[config.mk]
export PLATFORM = sky130hd
export DESIGN_NAME = branch_resolve_unit_flat
export DESIGN_NICKNAME = d
export VERILOG_FILES = /design/src/rtl/branch_resolve_unit_if.sv /design/src/rtl/branch_resolve_unit.sv /design/src/flat_wrapper.sv
export SDC_FILE = /design/constraint.sdc
export NUM_CORES = 1
export LEC_CHECK = 0
export ABC_AREA = 1
export CAP_MARGIN = 20
export CORE_ASPECT_RATIO = 1.1
export CORE_MARGIN = 2
export CORE_UTILIZATION = 46
export CTS_BUF_LIST = sky130_fd_sc_hd__clkbuf_16
export DETAILED_ROUTE_END_ITERATION = 16
export PLACE_DENSITY = 0.75
export SLEW_MARGIN = 0
export SYNTH_ARGS = -nofsm -noshare
export SYNTH_HDL_FRONTEND = slang
export SYNTH_SLANG_ARGS = --single-unit
[constraint.sdc]
create_clock -name clk -period 14.7 [get_ports clk]
set_input_delay 2.94 -clock clk [delete_from_list [all_inputs] [get_ports clk]]
set_output_delay 2.94 -clock clk [all_outputs]
set_load 0.02 [all_outputs]
[src/rtl/branch_resolve_unit_if.sv]
// Bundles the fetch push port, the execute resolve port and the
// predictor-training / redirect / statistics outputs of branch_resolve_unit.
//
// Handshake: a push transfers on a rising clk edge when push_valid and
// push_ready are both high (and no flush happens in that cycle). A resolve
// transfers when res_valid is high and the queue is non-empty. The resolve
// side has no ready: execute only offers a resolve for a branch it knows is
// in flight. upd_en and mispredict are one-cycle pulses that need no
// acknowledgement.
interface branch_resolve_unit_if #(
    parameter int PTR_BITS = 2
);
    logic                push_valid;
    logic [31:0]         push_pc;
    logic                push_pred;
    logic [31:0]         push_target;
    logic                push_ready;
    logic                res_valid;
    logic                res_taken;
    logic [31:0]         res_target;
    logic                upd_en;
    logic [31:0]         upd_pc;
    logic                upd_val;
    logic                mispredict;
    logic [31:0]         redirect_pc;
    logic [PTR_BITS:0]   count;
    logic [31:0]         br_total;
    logic [31:0]         br_miss;

    // Fetch/execute side: drives push and resolve, observes the results.
    modport master (
        output push_valid, push_pc, push_pred, push_target,
        output res_valid, res_taken, res_target,
        input  push_ready, upd_en, upd_pc, upd_val, mispredict,
        input  redirect_pc, count, br_total, br_miss
    );

    // The branch resolve unit itself.
    modport slave (
        input  push_valid, push_pc, push_pred, push_target,
        input  res_valid, res_taken, res_target,
        output push_ready, upd_en, upd_pc, upd_val, mispredict,
        output redirect_pc, count, br_total, br_miss
    );
endinterface

[src/rtl/branch_resolve_unit.sv]
// In-order queue of predicted conditional branches. Resolving the oldest
// entry trains the predictor, detects direction/target mispredictions, and
// on a mispredict redirects fetch and discards every in-flight entry.
module branch_resolve_unit #(
    parameter int DEPTH    = 4,
    parameter int PTR_BITS = 2
) (
    input  logic                  clk,
    input  logic                  reset,
    branch_resolve_unit_if.slave  bus
);
    localparam logic [PTR_BITS:0] FULL_COUNT = (PTR_BITS + 1)'(DEPTH);

    // Queue payload: no reset needed, only slots below count are ever read.
    logic [31:0]         pc_mem     [DEPTH];
    logic                pred_mem   [DEPTH];
    logic [31:0]         target_mem [DEPTH];

    logic [PTR_BITS-1:0] wr_ptr;
    logic [PTR_BITS-1:0] rd_ptr;
    logic [PTR_BITS:0]   count_q;

    logic                upd_en_q;
    logic [31:0]         upd_pc_q;
    logic                upd_val_q;
    logic                mispredict_q;
    logic [31:0]         redirect_pc_q;
    logic [31:0]         br_total_q;
    logic [31:0]         br_miss_q;

    logic                push_ready;
    logic                res_accept;
    logic                push_accept;
    logic                head_pred;
    logic [31:0]         head_pc;
    logic [31:0]         head_target;
    logic                miss;
    logic [31:0]         next_pc;

    // Full means no push this cycle, even if a resolve frees a slot now.
    assign push_ready  = (count_q != FULL_COUNT);
    assign res_accept  = bus.res_valid && (count_q != '0);

    assign head_pc     = pc_mem[rd_ptr];
    assign head_pred   = pred_mem[rd_ptr];
    assign head_target = target_mem[rd_ptr];

    // Mispredict detection and redirect target for the resolving entry.
    always_comb begin
        miss    = 1'b0;
        next_pc = head_pc + 32'd4;
        if (res_accept) begin
            if (head_pred != bus.res_taken) begin
                miss = 1'b1;
            end else if (head_pred && bus.res_taken && (head_target != bus.res_target)) begin
                miss = 1'b1;
            end
        end
        if (bus.res_taken) begin
            next_pc = bus.res_target;
        end
    end

    // A push arriving with a flush is on the wrong path and is dropped.
    assign push_accept = bus.push_valid && push_ready && !miss;

    // Write the accepted push into the slot at the write pointer.
    always_ff @(posedge clk) begin
        if (push_accept) begin
            pc_mem[wr_ptr]     <= bus.push_pc;
            pred_mem[wr_ptr]   <= bus.push_pred;
            target_mem[wr_ptr] <= bus.push_target;
        end
    end

    // Pointers and occupancy; a flush empties the queue in one cycle.
    always_ff @(posedge clk) begin
        if (reset || miss) begin
            wr_ptr  <= '0;
            rd_ptr  <= '0;
            count_q <= '0;
        end else begin
            if (push_accept) begin
                wr_ptr <= wr_ptr + 1'b1;
            end
            if (res_accept) begin
                rd_ptr <= rd_ptr + 1'b1;
            end
            case ({push_accept, res_accept})
                2'b10:   count_q <= count_q + 1'b1;
                2'b01:   count_q <= count_q - 1'b1;
                default: count_q <= count_q;
            endcase
        end
    end

    // Registered training/redirect outputs; payload holds between pulses.
    always_ff @(posedge clk) begin
        if (reset) begin
            upd_en_q      <= 1'b0;
            upd_pc_q      <= '0;
            upd_val_q     <= 1'b0;
            mispredict_q  <= 1'b0;
            redirect_pc_q <= '0;
        end else begin
            upd_en_q     <= res_accept;
            mispredict_q <= miss;
            if (res_accept) begin
                upd_pc_q      <= head_pc;
                upd_val_q     <= bus.res_taken;
                redirect_pc_q <= next_pc;
            end
        end
    end

    // Statistics counters, wrapping naturally at 2^32.
    always_ff @(posedge clk) begin
        if (reset) begin
            br_total_q <= '0;
            br_miss_q  <= '0;
        end else begin
            if (res_accept) begin
                br_total_q <= br_total_q + 32'd1;
            end
            if (miss) begin
                br_miss_q <= br_miss_q + 32'd1;
            end
        end
    end

    assign bus.push_ready  = push_ready;
    assign bus.upd_en      = upd_en_q;
    assign bus.upd_pc      = upd_pc_q;
    assign bus.upd_val     = upd_val_q;
    assign bus.mispredict  = mispredict_q;
    assign bus.redirect_pc = redirect_pc_q;
    assign bus.count       = count_q;
    assign bus.br_total    = br_total_q;
    assign bus.br_miss     = br_miss_q;
endmodule

[src/flat_wrapper.sv]
// flat-port wrapper written by rule: the top's interface ports become plain ports
module branch_resolve_unit_flat 
#(
    parameter int DEPTH    = 4,
    parameter int PTR_BITS = 2
)
  (clk, reset, bus_push_valid, bus_push_pc, bus_push_pred, bus_push_target, bus_res_valid, bus_res_taken, bus_res_target, bus_push_ready, bus_upd_en, bus_upd_pc, bus_upd_val, bus_mispredict, bus_redirect_pc, bus_count, bus_br_total, bus_br_miss);
  branch_resolve_unit_if #(.PTR_BITS(PTR_BITS)) bus_i ();
  input  logic clk;
  input  logic reset;
  input wire logic [$bits(bus_i.push_valid)-1:0] bus_push_valid;
  input wire logic [$bits(bus_i.push_pc)-1:0] bus_push_pc;
  input wire logic [$bits(bus_i.push_pred)-1:0] bus_push_pred;
  input wire logic [$bits(bus_i.push_target)-1:0] bus_push_target;
  input wire logic [$bits(bus_i.res_valid)-1:0] bus_res_valid;
  input wire logic [$bits(bus_i.res_taken)-1:0] bus_res_taken;
  input wire logic [$bits(bus_i.res_target)-1:0] bus_res_target;
  output wire logic [$bits(bus_i.push_ready)-1:0] bus_push_ready;
  output wire logic [$bits(bus_i.upd_en)-1:0] bus_upd_en;
  output wire logic [$bits(bus_i.upd_pc)-1:0] bus_upd_pc;
  output wire logic [$bits(bus_i.upd_val)-1:0] bus_upd_val;
  output wire logic [$bits(bus_i.mispredict)-1:0] bus_mispredict;
  output wire logic [$bits(bus_i.redirect_pc)-1:0] bus_redirect_pc;
  output wire logic [$bits(bus_i.count)-1:0] bus_count;
  output wire logic [$bits(bus_i.br_total)-1:0] bus_br_total;
  output wire logic [$bits(bus_i.br_miss)-1:0] bus_br_miss;
  assign bus_i.push_valid = bus_push_valid;
  assign bus_i.push_pc = bus_push_pc;
  assign bus_i.push_pred = bus_push_pred;
  assign bus_i.push_target = bus_push_target;
  assign bus_i.res_valid = bus_res_valid;
  assign bus_i.res_taken = bus_res_taken;
  assign bus_i.res_target = bus_res_target;
  assign bus_push_ready = bus_i.push_ready;
  assign bus_upd_en = bus_i.upd_en;
  assign bus_upd_pc = bus_i.upd_pc;
  assign bus_upd_val = bus_i.upd_val;
  assign bus_mispredict = bus_i.mispredict;
  assign bus_redirect_pc = bus_i.redirect_pc;
  assign bus_count = bus_i.count;
  assign bus_br_total = bus_i.br_total;
  assign bus_br_miss = bus_i.br_miss;
  branch_resolve_unit #(.DEPTH(DEPTH), .PTR_BITS(PTR_BITS)) u_core (.clk(clk), .reset(reset), .bus(bus_i));
endmodule
==> results_dict.tcl, run 1 <==
set metrics [dict create \
    cts_tree "done" \
    fillers 3300 \
    multi_input_area_sq_um 6193 \
    crit_required_ps 14860 \
    cts_buffers 40 \
    crit_family "buffers and inverters" \
    synth_cells 1943 \
    holdCritPathClass "flip-flop to flip-flop" \
    gp_congestion 0.9093 \
    yosysWarnings 0 \
    fmax_mhz 154.4 \
    final_common_cell "nand2_1" \
    first_pass_iters 5 \
    hold_path_startpoint "u_core.bus.redirect_pc[28]" \
    placed_area_sq_um 20450 \
    cts_htree_levels 2 \
    design.core.area_sq_um 38190 \
    antenna_found_initial 1 \
    clk_pin_slew_ps 60 \
    regArea_sq_um 10620 \
    cts_hold_buf 0 \
    grt_max_degree 108 \
    detail_route.iter0.violations 1314 \
    cts_resized 0 \
    grt_setup_unrepaired "no" \
    finClkSkew_ps 18.52 \
    grt_pass1_wl_mm 77.30 \
    crit_slowest_cell "clkdlybuf4s50_1" \
    syn_area_sq_um 17870 \
    synth_cell_types 44 \
    async_reset_ff_frac 0 \
    seq_area_frac_synth 0.5938 \
    vias_per_cell 5.462 \
    cts_sinks 400 \
    finalInstanceArea_sq_um 21690 \
    worst-path-buf-inv 3 \
    hold_viol_final 0 \
    initial_core_util 0.4678 \
    post_drt_wl_per_cell_um 19.00 \
    syn_nets 2055 \
    routed_wl_mm 50.95 \
    post_cts_buffers 0 \
    cpPeakStageDelay_ps 920 \
    vias 14650 \
    drcViolationCount 0 \
    grt_pass1_vias 14010 \
    maxCapViolCount 0 \
    relSlewSlack 0.2699 \
    endpoint_kind "flip-flop" \
    gr-usage-all-layers 0.2501 \
    period_share 0.4407 \
    place_hpwl_mm 33.94 \
    cts_buffer_depth 3 \
    min_to "u_core.bus.redirect_pc[28]" \
    start_kind "input pin" \
    yosys_most_used_dff "edfxtp_1" \
    dieArea_sq_um 40440 \
    critPathMaxFanout 65 \
    syn_avg_cell_area_sq_um 9.196 \
    worstMarginPinSlew_ps 1095 \
    synth-edff-count 260 \
    ff2ff_path_depth 17 \
    fin_tns_setup_ps 0 \
    path_class "input pin to flip-flop" \
    worstPathCellList "clkdlybuf4s50_1 > ha_1 > inv_1 > nand2_2 > nand2_4 > nand2_1 > nor2_4 > buf_4" \
    pin_count 237 \
    worst-r2r-setup-slack_ps 9190 \
    dieHeight_um 210.7 \
    worstReg2RegEnd "u_core.target_mem[1][9]" \
    portBuffers 236 \
    cp.arrival_ps 6640 \
    ant_nets 0 \
    final_cell_mix "nand2_1 (592), edfxtp_1 (260), clkdlybuf4s50_1 (235)" \
    clk_latency_ps 540 \
    synth_seq_cells 400 \
    nNetsFinal 2263 \
    die_w_um 191.9 \
    fin_crit_ps 6478 \
    p_per_area_nw_per_um2 164.7 \
    overflow 0 \
    cts_root_buf "clkbuf_16" \
    drv_slew 0 \
    p_leak_uw 0.008040 \
    ir_drop_mv 0.09887 \
    hold_depth 2 \
    status "complete, no violations" \
    placementRows 75 \
    final-setup-viol-count 0 \
    drive_gt1_frac 0.05640 \
    area_growth_pct 21.40 \
]
[metrics by stage]
step	hold slack (ps)	util	power [uW]	std cells	setup slack, ps
finish	467.0	0.5679	3572	2682	8222
global route	485.0	0.5679	3749	2682	7961
CTS	468.1	0.5679	3579	2681	8288
detailed placement	458.9	0.5354	2606	2609	7717
global placement	454.5	0.5354	2579	2609	7767
floorplan	467.0	-	2220	1943	7683
[worst max path at each step]
stage,startpoint,end,slack [ps],cells after the start
floorplan,bus_res_target[31],u_core.pc_mem[0][0],7680,14
global placement,bus_res_taken,u_core.target_mem[3][29],7770,8
detailed placement,bus_res_taken,u_core.target_mem[1][29],7720,8
CTS,bus_res_taken,u_core.pc_mem[1][17],8290,8
global route,bus_res_target[25],u_core.pc_mem[2][21],7960,16
finish,bus_res_taken,u_core.target_mem[1][9],8220,8
[where the power goes]
| group | leakage (uW) | switching (uW) | internal, uW | total [uW] |
|---|---|---|---|---|
| Clock | 0.000648 | 415 | 557 | 972 |
| Sequential | 0.00352 | 91.0 | 1390 | 1480 |
| Combinational | 0.00387 | 777 | 342 | 1120 |
[synth_stat cells (9+ instances only)]
master / instances / area, sq um
buf_6: 24 / 270.3
nor2_1: 115 / 431.7
nand2_1: 593 / 2226
o211ai_1: 9 / 67.56
a31oi_1: 16 / 100.1
nor3_1: 38 / 190.2
xor2_1: 25 / 219.0
xnor2_1: 13 / 113.9
buf_2: 16 / 80.08
clkbuf_1: 32 / 120.1
nor4_1: 11 / 68.82
ha_1: 9 / 112.6
nand3_1: 224 / 1121
edfxtp_1: 260 / 7807
a21oi_1: 112 / 560.5
inv_2: 11 / 41.29
inv_1: 131 / 491.7
nor2_2: 12 / 75.07
nand2_2: 12 / 75.07
o21ai_0: 67 / 335.3
dfxtp_1: 140 / 2803
nand4_1: 16 / 100.1
[tightest hold or removal path: stages (launching register included)]
cell	delay [ps]
dfxtp_1	310
nand2_1	60
a21oi_1	50
[layout make-up]
class / count / area share
flip-flops and latches: 400 / 0.4894
diodes: 1 / 0.0001154
repair buffers: 249 / 0.1132
clock inverters: 31 / 0.009922
clock buffers: 41 / 0.04730
well taps: 500 / 0.02884
multi-input cells: 1313 / 0.2855
inverters: 147 / 0.02573
[kinds of logic (layout without fill, tap and decap cells)]
family	count (synthesis)	count (layout)	synth area share
and+or+nand+nor	1039	1039	0.2494
DFF	400	400	0.5938
buffers and inverters	230	468	0.06148
AOI/OAI and AO/OA	226	226	0.06919
xor gates and xnor gates	38	38	0.01863
adders and majority gates	10	10	0.007423
other	0	1	0
[per-layer routing]
layer	vias up	routed length (um)	GRT usage
met5	-	0	0
met4	0	1920	0.1050
met3	121	4382	0.04585
met2	646	24240	0.4184
met1	6907	20410	0.3188
li1	6974	-	-
[flip-flops by register name, indices dropped and copies added, names as in the netlist, 2 cells and up, named ones only]
signal	cells
u_core.bus.br_miss	32
u_core.bus.br_total	32
u_core.bus.count	3
u_core.bus.redirect_pc	32
u_core.bus.upd_pc	32
u_core.pc_mem	128
u_core.pred_mem	4
u_core.rd_ptr	2
u_core.target_mem	128
u_core.wr_ptr	2
No activity file was read; power rests on OpenSTA's default activity.
==> inputs of run 2 (changes only) <==
==> constraint.sdc (replaced) <==
create_clock -name clk -period 6.15 [get_ports clk]
set_input_delay 1.23 -clock clk [delete_from_list [all_inputs] [get_ports clk]]
set_output_delay 1.23 -clock clk [all_outputs]
set_load 0.02 [all_outputs]
==> run 2 against run 1 <==
Effect of this change:
- utilization rose by 0.34 points
- global-route usage increased by 0.56 points
- worst hold slack better by 17 ps
- die area stayed put
- sequential share of layout area fell by 0.29 points
- clock-buffer cell count is 1 higher
- first-iteration DRC count down 10%
- sequential power grew 140%
- final cell count increased by 0.37%
- critical path type is now flip-flop to flip-flop
- largest cell class unchanged
==> results_dict.tcl, run 2 (synthesized netlist as in run 1, its figures left out) <==
set metrics [dict create \
    maxCapViolCount 0 \
    p_int_uw 5463 \
    place_hpwl_mm 35.11 \
    clk_pin_slew_ps 60 \
    fin_crit_ps 4402 \
    worst-r2r-setup-slack_ps 1750 \
    cts_hold_buf 0 \
    cts_tree "done" \
    overflow 0 \
    initial_core_util 0.4678 \
    portBuffers 236 \
    switching_power_uw 3120 \
    pin_count 237 \
    antenna_cells 0 \
    ff2ff_path_depth 16 \
    pwr-share-clk 0.270 \
    start_kind "flip-flop" \
    fin_tns_setup_ps 0 \
    crit_cells 16 \
    holdWs_ps 484.1 \
    sequentialPowerShare 0.406 \
    final-setup-viol-count 0 \
    cp.arrival_ps 4630 \
    clk_latency_ps 550 \
    design.core.area_sq_um 38190 \
    drcViolationCount 0 \
    path_common_cell "nand2_1" \
    p_per_area_nw_per_um2 393.3 \
    grt_pass1_wl_mm 78.87 \
    min_to "u_core.bus.redirect_pc[31]" \
    dieHeight_um 210.7 \
    drive_gt1_frac 0.06113 \
    ant_nets 0 \
    cts_buffer_depth 3 \
    final_util 0.5713 \
    period_share 0.7157 \
    cts_root_buf "clkbuf_16" \
    vias_per_cell 5.409 \
    antenna_found_initial 3 \
    worstReg2RegEnd "u_core.target_mem[0][28]" \
    switching_share 0.3635 \
    routed_wl_mm 52.03 \
    cts_htree_levels 2 \
    nNetsFinal 2272 \
    path_class "flip-flop to flip-flop" \
    crit_slowest_cell "dfxtp_2" \
    ir_drop_mv 0.2160 \
    p_comb_frac 0.324 \
    status "complete, no violations" \
    placementRows 75 \
    area_growth_pct 22.13 \
    crit_required_ps 6380 \
    worstMarginPinSlew_ps 1090 \
    gp_congestion 0.9144 \
    worstPathCellList "buf_4 > nand3_1 > nand2_1 > nand2_1 > nand2_1 > nand2_1 > nor2_1 > nand2_1 > nor2_1 > nand2_1 > nand2_1 > nand2_2 > nand2_4 > nand2_1 > nor2_4 > buf_12" \
    p_leak_uw 0.008108 \
    grt_setup_unrepaired "no" \
    vias 14560 \
    hold_viol_final 0 \
    holdCritPathClass "flip-flop to flip-flop" \
    first_pass_iters 6 \
    final_cell_mix "nand2_1 (592), edfxtp_1 (260), clkdlybuf4s50_1 (235)" \
    cpPeakStageDelay_ps 770 \
    endpoint_kind "flip-flop" \
    fmax_mhz 227.2 \
    hold_path_startpoint "u_core.bus.redirect_pc[31]" \
    detail_route.iter0.violations 1181 \
    hold_depth 2 \
    largestRegisters "u_core.pc_mem (128), u_core.target_mem (128)" \
    post_drt_wl_per_cell_um 19.33 \
    critPathMaxFanout 37 \
    dieArea_sq_um 40440 \
    grt_pass1_vias 13980 \
    worst-path-buf-inv 2 \
    relSlewSlack 0.2733 \
    die_w_um 191.9 \
    cts_sinks 400 \
    drv_slew 0 \
    cts_buffers 42 \
    cts_resized 0 \
    grt_max_degree 108 \
    crit_family "simple AND/OR/NAND/NOR gates" \
    post_cts_buffers 0 \
    finClkSkew_ps 17.82 \
    final_common_cell "nand2_1" \
    gr-usage-all-layers 0.2557 \
]
## run 2: cell types whose count changed in the layout (fill, tap and decap cells not counted), sizes merged
cell      change
buf           +7
bufinv        -2
clkbuf        +1
clkinv        +7
clkinvlp      -1
diode         -1
inv           -1
## run 2: how the worst max path moves through the flow
stage | from | slack (ps) | to
after floorplan | bus_res_target[31] | 840 | u_core.pc_mem[0][0]
after global placement | bus_res_target[0] | 1590 | u_core.target_mem[0][21]
after detailed placement | bus_res_target[0] | 1530 | u_core.target_mem[0][16]
after CTS | flip-flop | 1730 | u_core.target_mem[0][27]
after global routing | flip-flop | 1420 | u_core.target_mem[0][28]
final | flip-flop | 1750 | u_core.target_mem[0][28]
## run 2: through the flow
step	instance area, sq um	cells	power (uW)	setup slack (ps)
6_report	21820	2692	8583	1748
5_1_grt	21820	2692	9009	1415
2_1_floorplan	17870	1943	5306	843.1
3_3_place_gp	20550	2615	6228	1591
3_5_place_dp	20550	2615	6290	1528
4_1_cts	21790	2691	8592	1726
## run 2: worst register-to-register path: cells and delay by family (launching register included)
kind          cells  cell delay (ps)
simple gates     14             2410
buf+inv           2              870
flops             1              770
## run 2: metal layers
metal  share of wire  global-route usage  up-vias
li1                -                   -     6985
met1            0.40              0.3233     6854
met2            0.48              0.4356      611
met3           0.082             0.04885      106
met4           0.036             0.09390        4
met5         0.00056                   0        -
## run 2: cell type report
type                       count  area (sq um)
inverter                     147         558.0
timing repair buffer         256          2590
multi-input combinational   1313          6191
sequential                   400         10620
tap                          500         625.6
clock buffer                  42          1051
clock inverter                34         190.2
fill                        3304         16370
## run 2: power groups by stage
stage | Clock (uW) | Sequential (uW) | Combinational, uW
2_1_floorplan | 0 | 3690 | 1620
3_3_place_gp | 0 | 3520 | 2700
3_5_place_dp | 0 | 3540 | 2750
4_1_cts | 2340 | 3480 | 2770
5_1_grt | 2440 | 3520 | 3050
6_report | 2310 | 3490 | 2780
==> inputs of run 3 (changes only) <==
--- a/config.mk
+++ b/config.mk
@@ -12,7 +12,7 @@
 export CORE_UTILIZATION = 46
 export CTS_BUF_LIST = sky130_fd_sc_hd__clkbuf_16
 export DETAILED_ROUTE_END_ITERATION = 16
-export PLACE_DENSITY = 0.75
+export PLACE_DENSITY = 0.77
 export SLEW_MARGIN = 0
 export SYNTH_ARGS = -nofsm -noshare
 export SYNTH_HDL_FRONTEND = slang
==> constraint.sdc (replaced) <==
create_clock -name clk -period 3.85 [get_ports clk]
set_input_delay 0.77 -clock clk [delete_from_list [all_inputs] [get_ports clk]]
set_output_delay 0.77 -clock clk [all_outputs]
set_load 0.02 [all_outputs]
==> run 3 against run 2 <==
Effect of this change:
- total power rose by 65%
- clock power rose by 76%
- critical endpoint is now u_core.bus.count[2]
- largest power group unchanged
- highest routed layer is now met4
- sequential share of layout area fell by 0.61 points
- largest cell class unchanged
==> results_dict.tcl, run 3 (synthesized netlist as in run 1, its figures left out) <==
set metrics [dict create \
    status "complete, no violations" \
    fin_crit_ps 3417 \
    first_pass_iters 5 \
    cts_tree "done" \
    cts_htree_levels 2 \
    p_int_uw 9158 \
    post_cts_buffers 0 \
    gr-usage-all-layers 0.2560 \
    fillers 3159 \
    switching_power_uw 5024 \
    holdWs_ps 469.2 \
    hold_viol_final 0 \
    place_hpwl_mm 36.06 \
    pin_count 237 \
    antenna_found_initial 2 \
    finClkSkew_ps 20.35 \
    final_cell_mix "nand2_1 (592), edfxtp_1 (260), clkdlybuf4s50_1 (235)" \
    overflow 0 \
    grt_pass1_wl_mm 79.20 \
    cts_resized 0 \
    die_w_um 191.9 \
    worstPathCellList "buf_4 > nand2_1 > nand3_1 > nand3_1 > nand2_1 > inv_1 > nand2_1 > nor2_1 > nand2_1 > nor2_1 > nand2_1 > nand2_1 > nand2_2 > nand2_4 > nand2_1 > ha_1 > inv_1 > fa_1 > a21oi_1 > o21ai_0 > xor2_1 > nor2_1" \
    place_worst_setup_slack_ps 365.0 \
    p_comb_frac 0.317 \
    switching_share 0.3543 \
    clk_latency_ps 550 \
    cts_root_buf "clkbuf_16" \
    power_uw 14180 \
    final_util 0.5785 \
    p_per_area_nw_per_um2 641.8 \
    ant_nets 0 \
    cts_hold_buf 0 \
    drcViolationCount 0 \
    dieArea_sq_um 40440 \
    path_common_cell "nand2_1" \
    cpPeakStageDelay_ps 550 \
    dieHeight_um 210.7 \
    nNetsFinal 2284 \
    fmax_mhz 292.6 \
    placementRows 75 \
    sequentialPowerShare 0.396 \
    start_kind "flip-flop" \
    grt_max_degree 99 \
    period_share 0.8876 \
    drv_slew 0 \
    gp_congestion 0.8953 \
    drive_gt1_frac 0.06718 \
    cp.arrival_ps 3850 \
    holdCritPathClass "flip-flop to flip-flop" \
    worst-path-buf-inv 3 \
    vias_per_cell 5.445 \
    final-setup-viol-count 0 \
    post_drt_wl_per_cell_um 19.38 \
    endpoint_kind "flip-flop" \
    crit_family "simple AND/OR/NAND/NOR gates" \
    worstMarginPinSlew_ps 1015 \
    detail_route.iter0.violations 1166 \
    ir_drop_mv 0.3181 \
    placedCellCount 2628 \
    initial_core_util 0.4678 \
    routed_wl_mm 52.43 \
    relSlewSlack 0.3233 \
    path_class "flip-flop to flip-flop" \
    p_leak_uw 0.008220 \
    final-instance-count-excl-fill 2705 \
    grt_pass1_vias 14180 \
    area_growth_pct 23.67 \
    cts_sinks 400 \
    cts_buffers 42 \
    maxCapViolCount 0 \
    pwr-share-clk 0.287 \
    fin_ws_ps 432.9 \
    vias 14730 \
    portBuffers 236 \
    crit_required_ps 4290 \
    final_common_cell "nand2_1" \
    crit_slowest_cell "buf_4" \
    cts_buffer_depth 3 \
    clk_pin_slew_ps 60 \
    grt_setup_unrepaired "no" \
    design.core.area_sq_um 38190 \
    largestRegisters "u_core.pc_mem (128), u_core.target_mem (128)" \
    critPathMaxFanout 53 \
]
==> run 3: final timing paths <==
| kind | from | to | slack (ps) | cells past startpoint |
|---|---|---|---|---|
| max | flip-flop | u_core.bus.count[2] | 430 | 22 |
| max reg2reg | flip-flop | u_core.bus.count[2] | 430 | 22 |
| min reg2reg | u_core.bus.upd_val | u_core.bus.upd_val | 470 | 2 |
| min | u_core.bus.upd_val | u_core.bus.upd_val | 470 | 2 |
==> run 3: layout make-up <==
type	count	area, sq um	area share
Inverter	147	556.8	0.02520
Multi-Input combinational cell	1313	6191	0.2802
Timing Repair Buffer	268	2710	0.1227
Antenna cell	2	5.005	0.0002265
Sequential cell	400	10620	0.4804
Clock buffer	45	1126	0.05096
Tap cell	500	625.6	0.02831
Clock inverter	30	266.5	0.01206
==> run 3: metrics by stage <==
step	setup TNS (ps)	instance area, sq um
CTS	0	22090
global placement	0	20700
finish	0	22100
global route	0	22090
detailed placement	0	20700
floorplan	-36920	17880
==> run 3: power by group through the flow <==
stage	clock network, uW	logic [uW]	registers (uW)
6_report	4070	4500	5610
3_5_place_dp	0	4460	5690
4_1_cts	4130	4500	5610
5_1_grt	4270	4910	5660
3_3_place_gp	0	4380	5670
2_1_floorplan	0	2590	5870
==> run 3: per-layer routing <==
metal | vias up | share of wire | global-route usage
met2 | 662 | 0.50 | 0.4478
met3 | 95 | 0.079 | 0.03356
met1 | 6966 | 0.39 | 0.3226
met4 | 0 | 0.034 | 0.09655
met5 | - | 0 | 0
li1 | 7005 | - | -
==> run 3: tightest hold or removal path: stages (launching register included) <==
cell and delay [ps]:
dfxtp_1 310, nand2_1 60, a21oi_1 60
